--- src/rtl/seq_detect_prog.sv ---
// Programmable serial-bit sequence detector: matches the last N accepted bits
// against a reloadable pattern, with run-time overlap selection and a saturating match count.
module seq_detect_prog #(
    parameter int          N       = 8,
    parameter logic [N-1:0] PAT_RST = N'(8'hFF),
    parameter int          CW      = 8
) (
    input  logic          clk,
    input  logic          rst,
    input  logic          load,
    input  logic [N-1:0]  pat_in,
    input  logic          ovl,
    input  logic          x_valid,
    input  logic          x,
    output logic          y,
    output logic [CW-1:0] match_cnt,
    output logic          primed
);

    localparam int FW = $clog2(N + 1);
    localparam logic [FW-1:0] FULL    = FW'(N);
    localparam logic [CW-1:0] CNT_MAX = '1;

    logic [N-1:0]  pattern;
    logic [N-1:0]  hist;
    logic [FW-1:0] fill;

    logic [N-1:0]  hist_next;
    logic [FW-1:0] fill_next;
    logic [FW-1:0] fill_upd;
    logic          match;

    always_comb begin
        hist_next = {hist[N-2:0], x};
        fill_next = (fill == FULL) ? FULL : fill + 1'b1;
        match     = (fill_next == FULL) && (hist_next == pattern);
        // A non-overlapping match consumes the whole window.
        fill_upd  = (match && !ovl) ? '0 : fill_next;
    end

    always_ff @(posedge clk or posedge rst) begin
        if (rst) begin
            pattern   <= PAT_RST;
            hist      <= '0;
            fill      <= '0;
            y         <= 1'b0;
            match_cnt <= '0;
            primed    <= 1'b0;
        end else begin
            y <= 1'b0;
            if (load) begin
                pattern   <= pat_in;
                hist      <= '0;
                fill      <= '0;
                match_cnt <= '0;
                primed    <= 1'b0;
            end else if (x_valid) begin
                hist   <= hist_next;
                fill   <= fill_upd;
                primed <= (fill_upd == FULL);
                y      <= match;
                if (match && (match_cnt != CNT_MAX))
                    match_cnt <= match_cnt + 1'b1;
            end
        end
    end

endmodule
--- config.mk ---
export PLATFORM = sky130hd
export DESIGN_NAME = seq_detect_prog
export DESIGN_NICKNAME = d
export VERILOG_FILES = /design/src/rtl/seq_detect_prog.sv
export SDC_FILE = /design/constraint.sdc
export NUM_CORES = 1
export LEC_CHECK = 0
export ABC_CLOCK_PERIOD_IN_PS = 2300
export CORE_UTILIZATION = 47
export DETAILED_ROUTE_END_ITERATION = 8
export PLACE_DENSITY_LB_ADDON = 0.3
export SLEW_MARGIN = 20
export SYNTH_ARGS = -nofsm -noshare
export SYNTH_HDL_FRONTEND = slang
export SYNTH_SLANG_ARGS = --single-unit
--- constraint.sdc ---
create_clock -name clk -period 2.3 [get_ports clk]
set_clock_uncertainty 0.05 [all_clocks]
set_input_delay 0.345 -clock clk [delete_from_list [all_inputs] [get_ports clk]]
set_output_delay 0.345 -clock clk [all_outputs]
set_load 0.05 [all_outputs]
==> results of run 1 <==
kinds of logic (layout without fill, tap and decap cells):
family / count (synthesis) / in the layout / synth area share
DFF: 29 / 29 / 0.498
adders and majority gates: 3 / 3 / 0.0254
and+or+nand+nor: 51 / 51 / 0.178
xor gates and xnor gates: 12 / 12 / 0.0763
buffers and inverters: 10 / 42 / 0.0305
muxes: 17 / 17 / 0.122
AOI/OAI and AO/OA: 15 / 15 / 0.0695
stage by stage:
step                      total power [uW]  cell area (um^2)  hold WS (ns)  setup WS [ns]  TNS (ns)
after floorplan                        626              1480         0.367          0.153         0
after global placement                 663              1780         0.473        -0.0424    -0.122
after detailed placement               669              1780         0.511        -0.0906    -0.270
after CTS                              982              1840         0.316         0.0647         0
after global routing                  1010              1840         0.346        0.00823         0
final                                  963              1840         0.317          0.140         0
worst paths after layout:
| check | from | slack [ns] | end |
|---|---|---|---|
| hold / removal | rst | 0.32 | hist[5] |
| setup reg to reg | fill[0] | 0.14 | match_cnt[7] |
| setup / recovery | fill[0] | 0.14 | match_cnt[7] |
| max in group asynchronous | rst | 1.58 | pattern[2] |
| min in group clk | primed | 0.52 | primed |
| hold reg to reg | primed | 0.52 | primed |
layer usage:
layer  part of all wire  vias to the layer above
met3              0.042                        6
met4              0.028                        0
met1               0.41                      530
met5                  0                        -
met2               0.52                       18
li1                   -                      545
flip-flops by register name, summed over array words and instances, names as in the netlist:
register / cells
primed: 1
match_cnt: 8
fill: 4
hist: 7
pattern: 8
y: 1
power groups by stage:
stage                     combinational, uW  clock (uW)  sequential [uW]
final                                   104         305              555
after global routing                    116         336              559
after CTS                               105         321              556
after detailed placement                104           0              565
after global placement                 99.2           0              564
after floorplan                        65.4           0              561
worst reg2reg max path, stage by stage (launching register included):
cell,delay [ns]
dfrtp_1,0.43
inv_1,0.10
ha_1,0.33
a21oi_2,0.13
o211ai_2,0.10
or2_4,0.29
or4_1,0.51
a21oi_1,0.15
placed cells by master, fill, tap and decap left out, types with 4 or more instances in the layout:
cell             Yosys  final
mux2_2               8      8
clkbuf_4             0      5
inv_1                4      4
nor2_1              19     19
mux2i_1              9      9
buf_4                0      7
a21oi_1              5      4
nand3_1              4      4
clkdlybuf4s50_1      0     23
dfstp_2              8      8
xor2_1               8      8
dfrtp_1             21     21
nand2_1              7      7
nor4_1               4      4
area by class of cell:
cell class / count / area [um^2] / share of cell area
sequential: 29 / 736 / 0.399
multi-input combinational: 98 / 702 / 0.381
timing repair buffer: 30 / 283 / 0.153
tap: 42 / 52.6 / 0.0285
clock buffer: 5 / 37.5 / 0.0204
clock inverter: 3 / 17.5 / 0.00950
inverter: 4 / 15.0 / 0.00815
timing repair:
action / CTS / global route
endpoints found under the setup margin: 0 / 3
endpoints found under the hold margin: 0 / 0
gates resized for setup: 0 / 2
setup buffers: 0 / 0
==> results by group, run 1 <==
Outcome
  • Status: finished, final reports clean

Yosys
  • Post-synth top area cell: dfrtp_1
  • Main synth FF type: dfrtp_1
  • Avg Inst Size Synth: approximately 11 um^2
  • Post-synth EDFFs: 0
  • FF+latch count, synth: 29
  • Most frequent cell after synthesis: dfrtp_1
  • Seq/Total Area, Yosys: 0.498
  • Top-area cell type share of the netlist area: 0.356
  • Cell variety after synth: 34
  • Post-Syn Nets: 154
  • Yosys warns: 0
  • Mapped cell area: roughly 1500 um^2
  • Commonest cells post-synth: 21 x dfrtp_1, 19 x nor2_1, 9 x mux2i_1
  • Ranking of synthesized cells by area: dfrtp_1 36%, dfstp_2 14%, mux2i_1 6.1%, mux2_2 6.1%, nor2_1 4.8%
  • Async set or reset register ratio after synthesis: 1.00
  • Syn Inst Count: 137

Routing
  • DRT iter0 DRCs: 20
  • Routed WL: 2770 um
  • Drt pass-1 iters: 4
  • Average routed wire per standard cell: 13.1 um
  • Via Count: 1099
  • Final ANT Viol Nets: 0
  • Vias per std cell: 5.21
  • DRC: 0

Clock network
  • Cts hold-fix bufs: 0
  • Clock tree root driver cell: clkbuf_4
  • Clock-pin slew on the worst setup and hold paths: 0.10 ns
  • Clock sink count: 29
  • CTS tree: done
  • Num CTS Buffers: 5
  • Clk_lat worst skew: about 0.34 ns
  • H-tree depth: 2
  • Max clock buf depth: 2

Setup path
  • Worst-path cell chain: inv_1, ha_1, a21oi_2, o211ai_2, or2_4, or4_1, a21oi_1
  • Crit-path slowest cell: or4_1
  • Crit Path Class: flip-flop to flip-flop
  • Crit path DAT: 2.38 ns
  • Crit path capture type: flip-flop
  • Worst path bufs/invs: 1
  • Crit Path Max Fanout: 7
  • Critical Path RT: 2.52 ns
  • Worst reg2reg path depth: 7
  • Family with the most delay on the worst path: simple AND/OR/NAND/NOR gates
  • Nature of the critical path startpoint: flip-flop
  • Levels on crit path: 7
  • Crit path largest cell delay: about 0.51 ns

Global route
  • M2 GR Usage: 0.305
  • First-pass GRT wire length: 4770 um
  • Vias in the first global route: 1082
  • Global routing met3 resource utilization: 0.0670
  • Initial antenna violation count: 0
  • Largest net degree at the start of global routing: 31
  • Gr usage total: 0.196
  • Met1 usage: 0.232
  • Top Usage Layer GRT: met2
  • Total gr overflow: 0

Timing
  • Fin. Hold Viols: 0
  • Worst Tran Pin Value: 0.500 ns
  • Tmin final: roughly 2.2 ns
  • Max Transition Viols Final: 0
  • Final Cycle Share: 0.939
  • F_max: ~460 MHz
  • Slew HR: 0.666
  • # setup viols final: 0
  • RSZ-0062 raised after global routing: false

Pwr
  • Psw: 253 uW
  • P_leak: 0.000785 uW
  • Internal Power: 710 uW
  • Comb pwr share: 0.108
  • Pwr/cell area: 523 nW/um^2
  • Clk pwr share: 0.316
  • VDD IR max: 432 uV
  • Switching Fraction: 0.263
  • Sequential share of power: 0.576

Die
  • I/O pins: 24
  • Core footprint: between 2000 and 3000 um^2
  • Die X-Extent: 58.0 um
  • Starting Density: 0.513
  • Core Rows: 19
  • Die height: 58.0 um
  • Die area: about 3400 um^2

Layout
  • Fin nets: 185
  • Fillers: 262
  • Antenna Cells: 0
  • Layout cells sized above 1: 0.213
  • Fin cells: 211
  • Finished Core Util: 0.641
  • Area Growth Syn to Fin: 24.8%

Run
  • Max Cap Viol: 0

Placed design
  • Placed instance count: ~200
  • Global placement routability congestion: 0.761
  • Final HPWL DP: 1930 um
  • Port buffer count: 23

Min path
  • Min-Delay Path Class: input port to async pin
Power figures use the tool's default switching activity.
==> run 2: changes to the inputs <==
- HOLD_SLACK_MARGIN: unset -> 0.08
==> results of run 2 <==
Final layout, timing and power as in run 1 (identical DEF).
==> run 3: changes to the inputs <==
- ABC_CLOCK_PERIOD_IN_PS: 2300 -> 2500
- CORE_UTILIZATION: 47 -> 49
- clock period: 2.3 -> 2.5 ns (I/O delays scaled with it)
==> run 3 against run 2 <==
  * The run now ends with design-rule violations left
  * Hold slack improved by 0.036 ns
  * Sequential cell count unchanged
  * Critical path depth unchanged
  * Final cell count down 5.7%
  * Largest cell class unchanged
==> results by group, run 3 (synthesized netlist as in run 1, its figures left out) <==
Outcome
  • Status: finished, violations left
  • Failing checks: design-rule violations

Clock network
  • Resized cells post-CTS: 0
  • Post-CTS setup buffer count: 0
  • Clock tree root driver cell: clkbuf_4
  • Num CTS Buffers: 5
  • Max clock buf depth: 2
  • Cts hold-fix bufs: 0
  • Clk_lat worst skew: between 0.3 and 0.4 ns
  • Clock sink count: 29
  • CTS tree: done
  • Clock-pin slew on the worst setup and hold paths: 0.10 ns
  • H-tree depth: 2

Layout
  • Layout cells sized above 1: 0.196
  • Area Growth Syn to Fin: 25.3%
  • Commonest non-fill, non-tap cells in the layout: 23 x clkdlybuf4s50_1, 21 x dfrtp_1, 19 x nor2_1
  • Fin area: 1850 um^2
  • Fin cells: between 150 and 200
  • FF+latch area: 736 um^2
  • Fin nets: ~180
  • Fillers: 221
  • Antenna Cells: 0
  • Multi-input logic area: 696 um^2
  • Largest regs: match_cnt: 8 flops, pattern: 8 flops, hist: 7 flops
  • Most common cell after layout, fill and taps aside: clkdlybuf4s50_1

Global route
  • Vias in the first global route: 1079
  • Global routing met3 resource utilization: 0.0484
  • Total gr overflow: 0
  • Initial antenna violation count: 0
  • First-pass GRT wire length: 4680 um
  • Top Usage Layer GRT: met2
  • M2 GR Usage: 0.326
  • Gr usage total: 0.193
  • Met1 usage: 0.233
  • Largest net degree at the start of global routing: 30

Placed design
  • Final HPWL DP: around 2000 um
  • Placed instance count: 191
  • Global placement routability congestion: around 0.79
  • Area post-placement: 1760 um^2
  • Port buffer count: 23

Setup path
  • Crit Path Max Fanout: 7
  • Critical Path RT: 2.71 ns
  • CP startpoint: fill[0]
  • Reg2reg start: fill[0]
  • Nature of the critical path startpoint: flip-flop
  • Crit Path Class: flip-flop to flip-flop
  • Crit path DAT: 2.56 ns
  • Worst reg2reg path depth: 7
  • Crit path capture type: flip-flop

Timing
  • RSZ-0062 raised after global routing: false
  • Slew HR: 0.557
  • F_max: 425 MHz
  • Final Cycle Share: 0.941
  • Max Transition Viols Final: 0
  • Worst Tran Pin Value: 0.662 ns
  • Setup TNS: 0 ns
  • # setup viols final: 0
  • Fin. Hold Viols: 0
  • Tmin final: roughly 2.4 ns

Run
  • Max Cap Viol: 0

Routing
  • DRT iter0 DRCs: 52
  • Via Count: 1134
  • Final ANT Viol Nets: 0
  • Vias per std cell: 5.70
  • DRC: 4
  • Drt pass-1 iters: 6
  • Routed WL: about 2800 um
  • Average routed wire per standard cell: 14.1 um

Pwr
  • VDD IR max: 381 uV
  • Pwr/cell area: 549 nW/um^2
  • P_leak: 0.000792 uW

Die
  • Die X-Extent: ~57 um
  • Die area: 3240 um^2
  • I/O pins: 24
  • Core Rows: 19
  • Core footprint: 2810 um^2
  • Starting Density: 0.526
  • Die height: 56.9 um

Min path
  • Min-Delay Path Class: input port to async pin
==> run 3: final timing paths <==
| kind | endpoint | slack, ns |
|---|---|---|
| setup reg to reg | match_cnt[7] | 0.15 |
| hold / removal | fill[2] | 0.35 |
| hold reg to reg | hist[6] | 0.53 |
| min in group clk | hist[6] | 0.53 |
| max in group asynchronous | pattern[3] | 1.74 |
| setup / recovery | match_cnt[7] | 0.15 |
==> run 3: layer usage <==
metal  wire length [um]  vias up
li1                   -      542
met2               1460       28
met1               1180      559
met5                  0        -
met3                118        5
met4                 40        0
==> run 3: cell type report <==
class,count,share of cell area
Sequential cell,29,0.398
Multi-Input combinational cell,98,0.376
Timing Repair Buffer,29,0.149
Clock buffer,6,0.0277
Tap cell,31,0.0210
Clock inverter,2,0.0203
Inverter,4,0.00812
==> run 3: where the power goes <==
| part | internal, uW | leakage, uW | switching [uW] |
|---|---|---|---|
| Sequential | 496 | 0.000375 | 14.0 |
| Clock | 238 | 0.0000445 | 172 |
| Combinational | 51.1 | 0.000372 | 44.7 |
==> run 3: worst max-delay path: stages (launching register included) <==
cell	delay, ns
dfrtp_1	0.42
inv_1	0.09
ha_1	0.31
a21oi_1	0.17
o211ai_2	0.19
or2_1	0.34
or4_1	0.53
a21oi_1	0.17
==> run 3: through the flow <==
stage | utilization | setup slack [ns] | hold WS, ns | power [uW]
final | 0.659 | 0.148 | 0.353 | 1020
after detailed placement | 0.628 | 0.0377 | 0.511 | 617
after global routing | 0.659 | 0.0340 | 0.390 | 1060
after floorplan | - | 0.353 | 0.397 | 576
after CTS | 0.659 | 0.161 | 0.359 | 1030
after global placement | 0.628 | 0.124 | 0.474 | 611
